**src/rtl/fp_dot_seq.sv**
```systemverilog
// fp_dot_seq: streaming floating-point dot-product sequencer.
// One multiplier (combinational, S0) and one adder with an output register
// (ENABLE_PIPELINE=1 behaviour). Two partial-sum lanes alternate per
// accepted pair, so the 1-cycle adder feedback never stalls the stream.
// After the last pair both lanes drain and are merged into a single result.
// Optional feature macro: FP_DOT_BIAS_EN (adds in_bias, preloaded into acc0).
// Handshake: a transfer happens on a clk edge where valid && ready; out_valid
// and the out_* payload stay stable until out_ready is seen.
module fp_dot_seq #(
    parameter int EXP_BIT  = 8,
    parameter int MAT_BIT  = 7,
    parameter int DATA_BIT = EXP_BIT + MAT_BIT + 1,
    parameter int MAX_LEN  = 256,
    parameter int LEN_W    = $clog2(MAX_LEN + 1)
) (
    input  logic                clk,
    input  logic                rst,
    input  logic                in_valid,
    output logic                in_ready,
    input  logic [DATA_BIT-1:0] in_a,
    input  logic [DATA_BIT-1:0] in_b,
    input  logic                in_last,
`ifdef FP_DOT_BIAS_EN
    input  logic [DATA_BIT-1:0] in_bias,
`endif
    output logic                out_valid,
    input  logic                out_ready,
    output logic [DATA_BIT-1:0] out_data,
    output logic [LEN_W-1:0]    out_count,
    output logic                out_overflow,
    output logic                busy
);

    localparam int BIAS = (1 << (EXP_BIT - 1)) - 1;
    localparam int EMAX = (1 << EXP_BIT) - 1;
    localparam int MW   = MAT_BIT + 1;   // mantissa with hidden bit
    localparam int GW   = 3;             // guard bits kept during alignment
    localparam int AW   = MW + GW;

    typedef enum logic [2:0] {RUN, DRAIN1, DRAIN2, MERGE, MWAIT, OUT} state_t;

    state_t                state, state_nxt;
    logic [DATA_BIT-1:0]   acc0, acc1, prod_r, add_q, add_a, add_b;
    logic                  lane, s1_v, s1_tag, s2_v, s2_tag, ovf_r;
    logic [LEN_W-1:0]      cnt;
    logic                  accept, forced, last_eff, out_fire;

    // Multiply: exp==0 operands are zero, results truncate, overflow saturates to inf.
    function automatic logic [DATA_BIT-1:0] fp_mul(input logic [DATA_BIT-1:0] a,
                                                  input logic [DATA_BIT-1:0] b);
        logic [2*MW-1:0]    p;
        logic [MAT_BIT-1:0] m;
        logic               s;
        int                 e;
        logic [DATA_BIT-1:0] r;
        s = a[DATA_BIT-1] ^ b[DATA_BIT-1];
        p = {{MW{1'b0}}, 1'b1, a[MAT_BIT-1:0]} * {{MW{1'b0}}, 1'b1, b[MAT_BIT-1:0]};
        e = int'(a[DATA_BIT-2:MAT_BIT]) + int'(b[DATA_BIT-2:MAT_BIT]) - BIAS;
        if (p[2*MW-1]) begin
            m = p[2*MW-2 -: MAT_BIT];
            e = e + 1;
        end else begin
            m = p[2*MW-3 -: MAT_BIT];
        end
        if (a[DATA_BIT-2:MAT_BIT] == '0 || b[DATA_BIT-2:MAT_BIT] == '0 || e <= 0)
            r = '0;
        else if (e >= EMAX)
            r = {s, {EXP_BIT{1'b1}}, {MAT_BIT{1'b0}}};
        else
            r = {s, e[EXP_BIT-1:0], m};
        return r;
    endfunction

    // Add: zero operands pass the other through; exact cancellation gives +0.
    function automatic logic [DATA_BIT-1:0] fp_add(input logic [DATA_BIT-1:0] a,
                                                  input logic [DATA_BIT-1:0] b);
        logic [DATA_BIT-1:0] x, y, r;
        logic [AW-1:0]       mx, my;
        logic [AW:0]         sum;
        int                  e, d;
        x = a;
        y = b;
        r = '0;
        if (a[DATA_BIT-2:MAT_BIT] == '0 && b[DATA_BIT-2:MAT_BIT] == '0) begin
            r = '0;
        end else if (a[DATA_BIT-2:MAT_BIT] == '0) begin
            r = b;
        end else if (b[DATA_BIT-2:MAT_BIT] == '0) begin
            r = a;
        end else begin
            if (b[DATA_BIT-2:0] > a[DATA_BIT-2:0]) begin
                x = b;
                y = a;
            end
            mx = {1'b1, x[MAT_BIT-1:0], {GW{1'b0}}};
            my = {1'b1, y[MAT_BIT-1:0], {GW{1'b0}}};
            d  = int'(x[DATA_BIT-2:MAT_BIT]) - int'(y[DATA_BIT-2:MAT_BIT]);
            my = (d >= AW) ? '0 : (my >> d);
            e  = int'(x[DATA_BIT-2:MAT_BIT]);
            if (x[DATA_BIT-1] == y[DATA_BIT-1]) begin
                sum = {1'b0, mx} + {1'b0, my};
                if (sum[AW]) begin
                    sum = sum >> 1;
                    e   = e + 1;
                end
            end else begin
                sum = {1'b0, mx} - {1'b0, my};
                for (int i = 0; i < AW; i++) begin
                    if (!sum[AW-1] && sum != '0) begin
                        sum = sum << 1;
                        e   = e - 1;
                    end
                end
            end
            if (sum == '0 || e <= 0)
                r = '0;
            else if (e >= EMAX)
                r = {x[DATA_BIT-1], {EXP_BIT{1'b1}}, {MAT_BIT{1'b0}}};
            else
                r = {x[DATA_BIT-1], e[EXP_BIT-1:0], sum[AW-2 -: MAT_BIT]};
        end
        return r;
    endfunction

    assign in_ready  = (state == RUN) && !rst;
    assign accept    = in_valid && in_ready;
    assign forced    = (cnt == LEN_W'(MAX_LEN - 1));
    assign last_eff  = in_last || forced;
    assign out_valid = (state == OUT);
    assign out_fire  = out_valid && out_ready;
    assign busy      = (state != RUN) || s1_v || s2_v;

    // Adder operand select: lane accumulate in the stream, acc0+acc1 in MERGE.
    always_comb begin
        add_a = s1_tag ? acc1 : acc0;
        add_b = prod_r;
        if (state == MERGE) begin
            add_a = acc0;
            add_b = acc1;
        end
    end

    // State register.
    always_ff @(posedge clk or posedge rst) begin
        if (rst) state <= RUN;
        else     state <= state_nxt;
    end

    // Next-state logic: fixed drain/merge schedule after the last pair.
    always_comb begin
        state_nxt = state;
        case (state)
            RUN:     if (accept && last_eff) state_nxt = DRAIN1;
            DRAIN1:  state_nxt = DRAIN2;
            DRAIN2:  state_nxt = MERGE;
            MERGE:   state_nxt = MWAIT;
            MWAIT:   state_nxt = OUT;
            OUT:     if (out_ready) state_nxt = RUN;
            default: state_nxt = RUN;
        endcase
    end

    // Datapath: S0 multiply register, adder register, S2 lane write-back, result capture.
    always_ff @(posedge clk or posedge rst) begin
        if (rst) begin
            acc0 <= '0; acc1 <= '0; prod_r <= '0; add_q <= '0;
            lane <= 1'b0; s1_v <= 1'b0; s1_tag <= 1'b0; s2_v <= 1'b0; s2_tag <= 1'b0;
            cnt <= '0; ovf_r <= 1'b0;
            out_data <= '0; out_count <= '0; out_overflow <= 1'b0;
        end else begin
            add_q  <= fp_add(add_a, add_b);
            s1_v   <= accept;
            s2_v   <= s1_v;
            s2_tag <= s1_tag;
            if (s2_v) begin
                if (s2_tag) acc1 <= add_q;
                else        acc0 <= add_q;
            end
            if (accept) begin
                prod_r <= fp_mul(in_a, in_b);
                s1_tag <= lane;
                lane   <= ~lane;
                cnt    <= cnt + 1'b1;
                if (last_eff) ovf_r <= forced && !in_last;
`ifdef FP_DOT_BIAS_EN
                if (cnt == '0) acc0 <= in_bias;
`endif
            end
            if (state == MWAIT) begin
                out_data     <= add_q;
                out_count    <= cnt;
                out_overflow <= ovf_r;
            end
            if (out_fire) begin
                acc0 <= '0; acc1 <= '0; lane <= 1'b0; cnt <= '0; ovf_r <= 1'b0;
            end
        end
    end

endmodule

```
**config.mk**
```make
export PLATFORM = sky130hd
export DESIGN_NAME = fp_dot_seq
export DESIGN_NICKNAME = d
export VERILOG_FILES = /design/src/rtl/fp_dot_seq.sv
export SDC_FILE = /design/constraint.sdc
export NUM_CORES = 1
export LEC_CHECK = 0
export ABC_AREA = 1
export CAP_MARGIN = 20
export CORE_MARGIN = 2
export CORE_UTILIZATION = 56
export CTS_CLUSTER_SIZE = 14
export DETAILED_ROUTE_END_ITERATION = 10
export PLACE_DENSITY = 0.86
export SYNTH_ARGS = -nofsm -noshare
export SYNTH_HDL_FRONTEND = slang
export SYNTH_SLANG_ARGS = --single-unit
```
**constraint.sdc**
```tcl
create_clock -name clk -period 30.1 [get_ports clk]
set_input_delay 7.525 -clock clk [delete_from_list [all_inputs] [get_ports clk]]
set_output_delay 7.525 -clock clk [all_outputs]
set_load 0.03 [all_outputs]
```
* Yosys cells after proc, flatten, opt, wreduce, memory -nomap -nowiden
Index checks and enable logic that the tools add are counted.
Operators by class: $add $sub $neg 19, $mul 1, $lt $le $gt $ge 6, eq/ne operators 10, shift-type cells 1, mux-type cells 150, bitwise gates (word level) 2, reductions and logical operators 62
Operators with widths (count):
- $mux 32 | 57
- $mux 12 | 55
- $mux 16 | 22
- $sub 32x2->32 const B | 10
- $reduce_bool 12->1 | 11
- $ge 32x9->1 const B | 2
- $le 32x1->1 const B | 2
- $logic_not 8->1 | 4
- $shr 11x32->11 | 1
- $mux 15 | 2
- $mux 9 | 3
- $mux 11 | 2
- $pmux 3 s6 | 1
- $logic_and 1x1->1 | 17
- $mul 8x8->16 | 1
- $gt 15x15->1 | 1
- $logic_not 1->1 | 13
- $add 11x11->12 | 1
- $logic_not 12->1 | 1
- $sub 11x11->12 | 1
- $add 10x2->11 const B | 1
- $sub 9x7->10 const B | 1
- $add 8x1->9 const B | 1
- $add 8x8->9 | 1
- 20 further kinds | 40
Storage, ports and cells: bits in registers 108, output and inout port bits 29, word-level logic and storage cells 266

* Logic depth before layout (Yosys ltp)
depth in word-level cells 94, gate-level depth with buffers 121, mapped depth without buffers 116

* Least setup slack after synthesis
No wires, ideal clock.
path type input to output, from input rst, to output in_ready, arrival 7967 ps, required time 22575 ps, path slack 14608 ps, cell stages on the path 1, path buffers 0, path through nor2_1
On the way: longest elaborated chain between the ends 2
Ends and longest elaborated chain:
- start, declared | RTL line 17 | input logic rst,
- $logic_not 1->1 (no line)
- $logic_and 1x1->1 | RTL line 125 | assign in_ready = (state == RUN) && !rst;
- end, declared | RTL line 19 | output logic in_ready,
No other way between the ends.

* Worst setup path after layout
from register state[2], to register add_q[1]
On the way: longest elaborated chain between the ends 94
Ends and longest elaborated chain:
- start, declared | RTL line 42 | state_t state, state_nxt;
- start signal, assigned | RTL line 146 | else state <= state_nxt;
- $eq 3x2->1 * | RTL line 137 | if (state == MERGE) begin
- parallel branches: the longest is 92 deep, another holds $gt 15x15->1
- $mux 16 * | RTL line 84 | if (a[DATA_BIT-2:MAT_BIT] == '0 && b[DATA_BIT-2:MAT_BIT] == '0) begin
- end signal, assigned | RTL line 171 | add_q <= fp_add(add_a, add_b);
- end, declared | RTL line 43 | logic [DATA_BIT-1:0] acc0, acc1, prod_r, add_q, add_a, add_b;
Mark *: on every way between the ends. The select of a mux whose other input is x is not followed. A chain may end at the register's enable or synchronous reset.

==> metrics <==
CTS Buffer Depth=2; fraction of layout cells with a size suffix above 1=8.38%; later-pin clock latency in the skew report=0.35 ns; asr flop ratio synth=100%; flop2flop setup slack=12.86 ns; Max-Slew Margin vs Limit=around 36%; worst path bufs/invs=10; Yosys warning total=0; CP arrival=17.52 ns; most frequent CP cell=nand2_1; Main synth FF type=dfrtp_1; Post-DP Area=approximately 0.022 mm2; top-count cell post-synth=nand2_1; Die ar.=0.0396 mm2; H-tree Lvls=3; Net Count, Synth=roughly 4,000; Crit Path Max Fanout=41; CTS clk-pin slew, worst paths=~0.07 ns; WL per Instance=13.8 um; grt total ovfl=0; Post-synth EDFFs=0; Final Setup Violations=0; crit-path leading delay family=simple AND/OR/NAND/NOR gates; Placement Setup Slack=13.15 ns; post-detail-place hpwl=around 50,000 um; DR iter-0 viols=2,148; WHS Path Cells=0; number of buffers created by CTS=9; final hold violation count=0; critical path's slowest cell=nand2_1; #FFs+latches synth=108; synth top area cells=nand2_1 (20%), dfrtp_1 (13%), inv_1 (9.9%); max-cap violations=0; Port Buffers=between 60 and 70; Starting Density=around 57%; global-route wire length before repair=99,200 um; Clock Root Buffer=clkbuf_16; maximum clock frequency=0.0580 GHz; Worst Setup Start Kind=flip-flop; Rows=71; Final Net Count=3,954; Slew Viols, Final=0; CP endpoint kind=flip-flop; post-synth top area share=19.9%; Post-CTS Setup Repair Bufs=0; Tcrit/Tclk final=about 57%; r2r startpoint=state[2]; Die Span Y=199 um; DRC errors left=0; ANT cells=0; initial antenna violation count=0; largest net degree at the start of global routing=66; CTS tree=yes; Via density=5.54; DIE WIDTH=between 150 and 200 um; RSZ-0062 raised after global routing=false; minimum clock period=17.24 ns; crit-path max cell delay=0.61 ns; R2R cell count=91; I/O pin count=66; HP Class=reg -> reg; TNS Setup=0 ns; sequential area share after synthesis=12.7%; number of global-route vias before repair=21,601; Core Footprint=0.0376 mm2; Placer Congestion=around 1.0; Final Skew=0.00625 ns; via count=23,797; CP Class=reg -> reg; area leader, netlist=nand2_1; Worst Path Required=30.38 ns; Synth Instances=3,770; worst slew pin tran=approximately 0.96 ns; TritonRoute pass-1 iters=7; hold_buf cts=0; CTS sink cnt=108; CTS resizes=0; Finished Cell Area=0.0225 mm2; HP Start=s1_v; Post-Syn Area=0.0213 mm2; Hold EP=s2_v; reg2reg end=add_q[1]; Area Growth Syn to Fin=5.75%; status=finished, final reports clean; worst setup margin=between 10 and 15 ns; final wirelength=59,300 um; GRT Total Usage=29.9%; mean post-synth cell area=5.65 um2; post-synth cell types=65; Synth top cells by count=nand2_1 (1,130), inv_1 (560), nand3_1 (391); antenna viol nets, final=0
## state kept, by name (all words and copies together), names as in the netlist
register / count
s2_v: 1
s1_v: 1
cnt: 9
prod_r: 16
s2_tag: 1
s1_tag: 1
out_data: 16
acc0: 16
state: 3
add_q: 16
lane: 1
out_count: 9
out_overflow: 1
ovf_r: 1
acc1: 16
## worst reg2reg max path: cells and delay by family (launching register included)
kind	cells	cell delay (ns)
AO/OA/AOI/OAI	8	2.40
XOR/XNOR	2	0.61
adder cells (fa/ha/maj)	10	2.90
buffers and inverters	10	0.99
flip-flops	1	0.46
AND/OR/NAND/NOR	61	9.88
## how the worst max path moves through the flow
stage / end / depth (start not counted) / start
finish: add_q[1] / 91 / state[2]
global route: add_q[1] / 95 / state[2]
CTS: add_q[1] / 95 / state[2]
detailed placement: add_q[14] / 94 / state[2]
global placement: in_ready / 3 / rst
floorplan: in_ready / 1 / rst
## final cells by class
| type | count | area, um2 |
|---|---|---|
| Multi-Input combinational cell | 2954 | 15800 |
| Fill cell | 3742 | 15100 |
| Sequential cell | 108 | 2700 |
| Inverter | 639 | 2410 |
| Timing Repair Buffer | 68 | 673 |
| Tap cell | 511 | 639 |
| Clock buffer | 9 | 225 |
| Clock inverter | 6 | 83.8 |
## layout by cell type, fill, tap and decap left out, types with 37 or more instances in the layout
master	n
nand3_1	391
a21oi_1	81
fa_1	37
nor2_1	378
ha_1	100
inv_1	559
xor2_1	68
nor3_1	54
inv_2	57
nand4_1	138
clkdlybuf4s50_1	65
nor2_2	42
nand2_1	1130
dfrtp_1	108
o21ai_0	178
nand2_2	84
## cells by family (layout without fill, tap and decap cells)
family / after synthesis / after routing / share of synthesized area (%)
DFF: 108 / 108 / 12.7
xor gates and xnor gates: 91 / 91 / 3.88
adders and majority gates: 137 / 137 / 9.35
buffers and inverters: 708 / 722 / 13.2
muxes: 23 / 23 / 1.18
and+or+nand+nor: 2343 / 2343 / 50.3
AOI/OAI and AO/OA: 360 / 360 / 9.34
## layer usage
| layer | vias to the layer above | global-route usage (%) | wire, um |
|---|---|---|---|
| li1 | 12081 | - | - |
| met1 | 10704 | 37.5 | 25200 |
| met2 | 838 | 52.7 | 28400 |
| met3 | 174 | 2.75 | 3390 |
| met4 | 0 | 12.0 | 2350 |
| met5 | - | 0 | 0 |
## metrics by stage
stage	utilization [%]	hold slack, ns	std cells
after floorplan	-	0.349	3770
final	59.9	0.389	4295
after global placement	59.1	0.358	4280
after CTS	59.9	0.387	4295
after global routing	59.9	0.409	4295
after detailed placement	59.1	0.370	4280
Power is left out: the tool's default activity adds up to more than one toggle a clock period on the data nets, which glitch-free logic cannot reach.
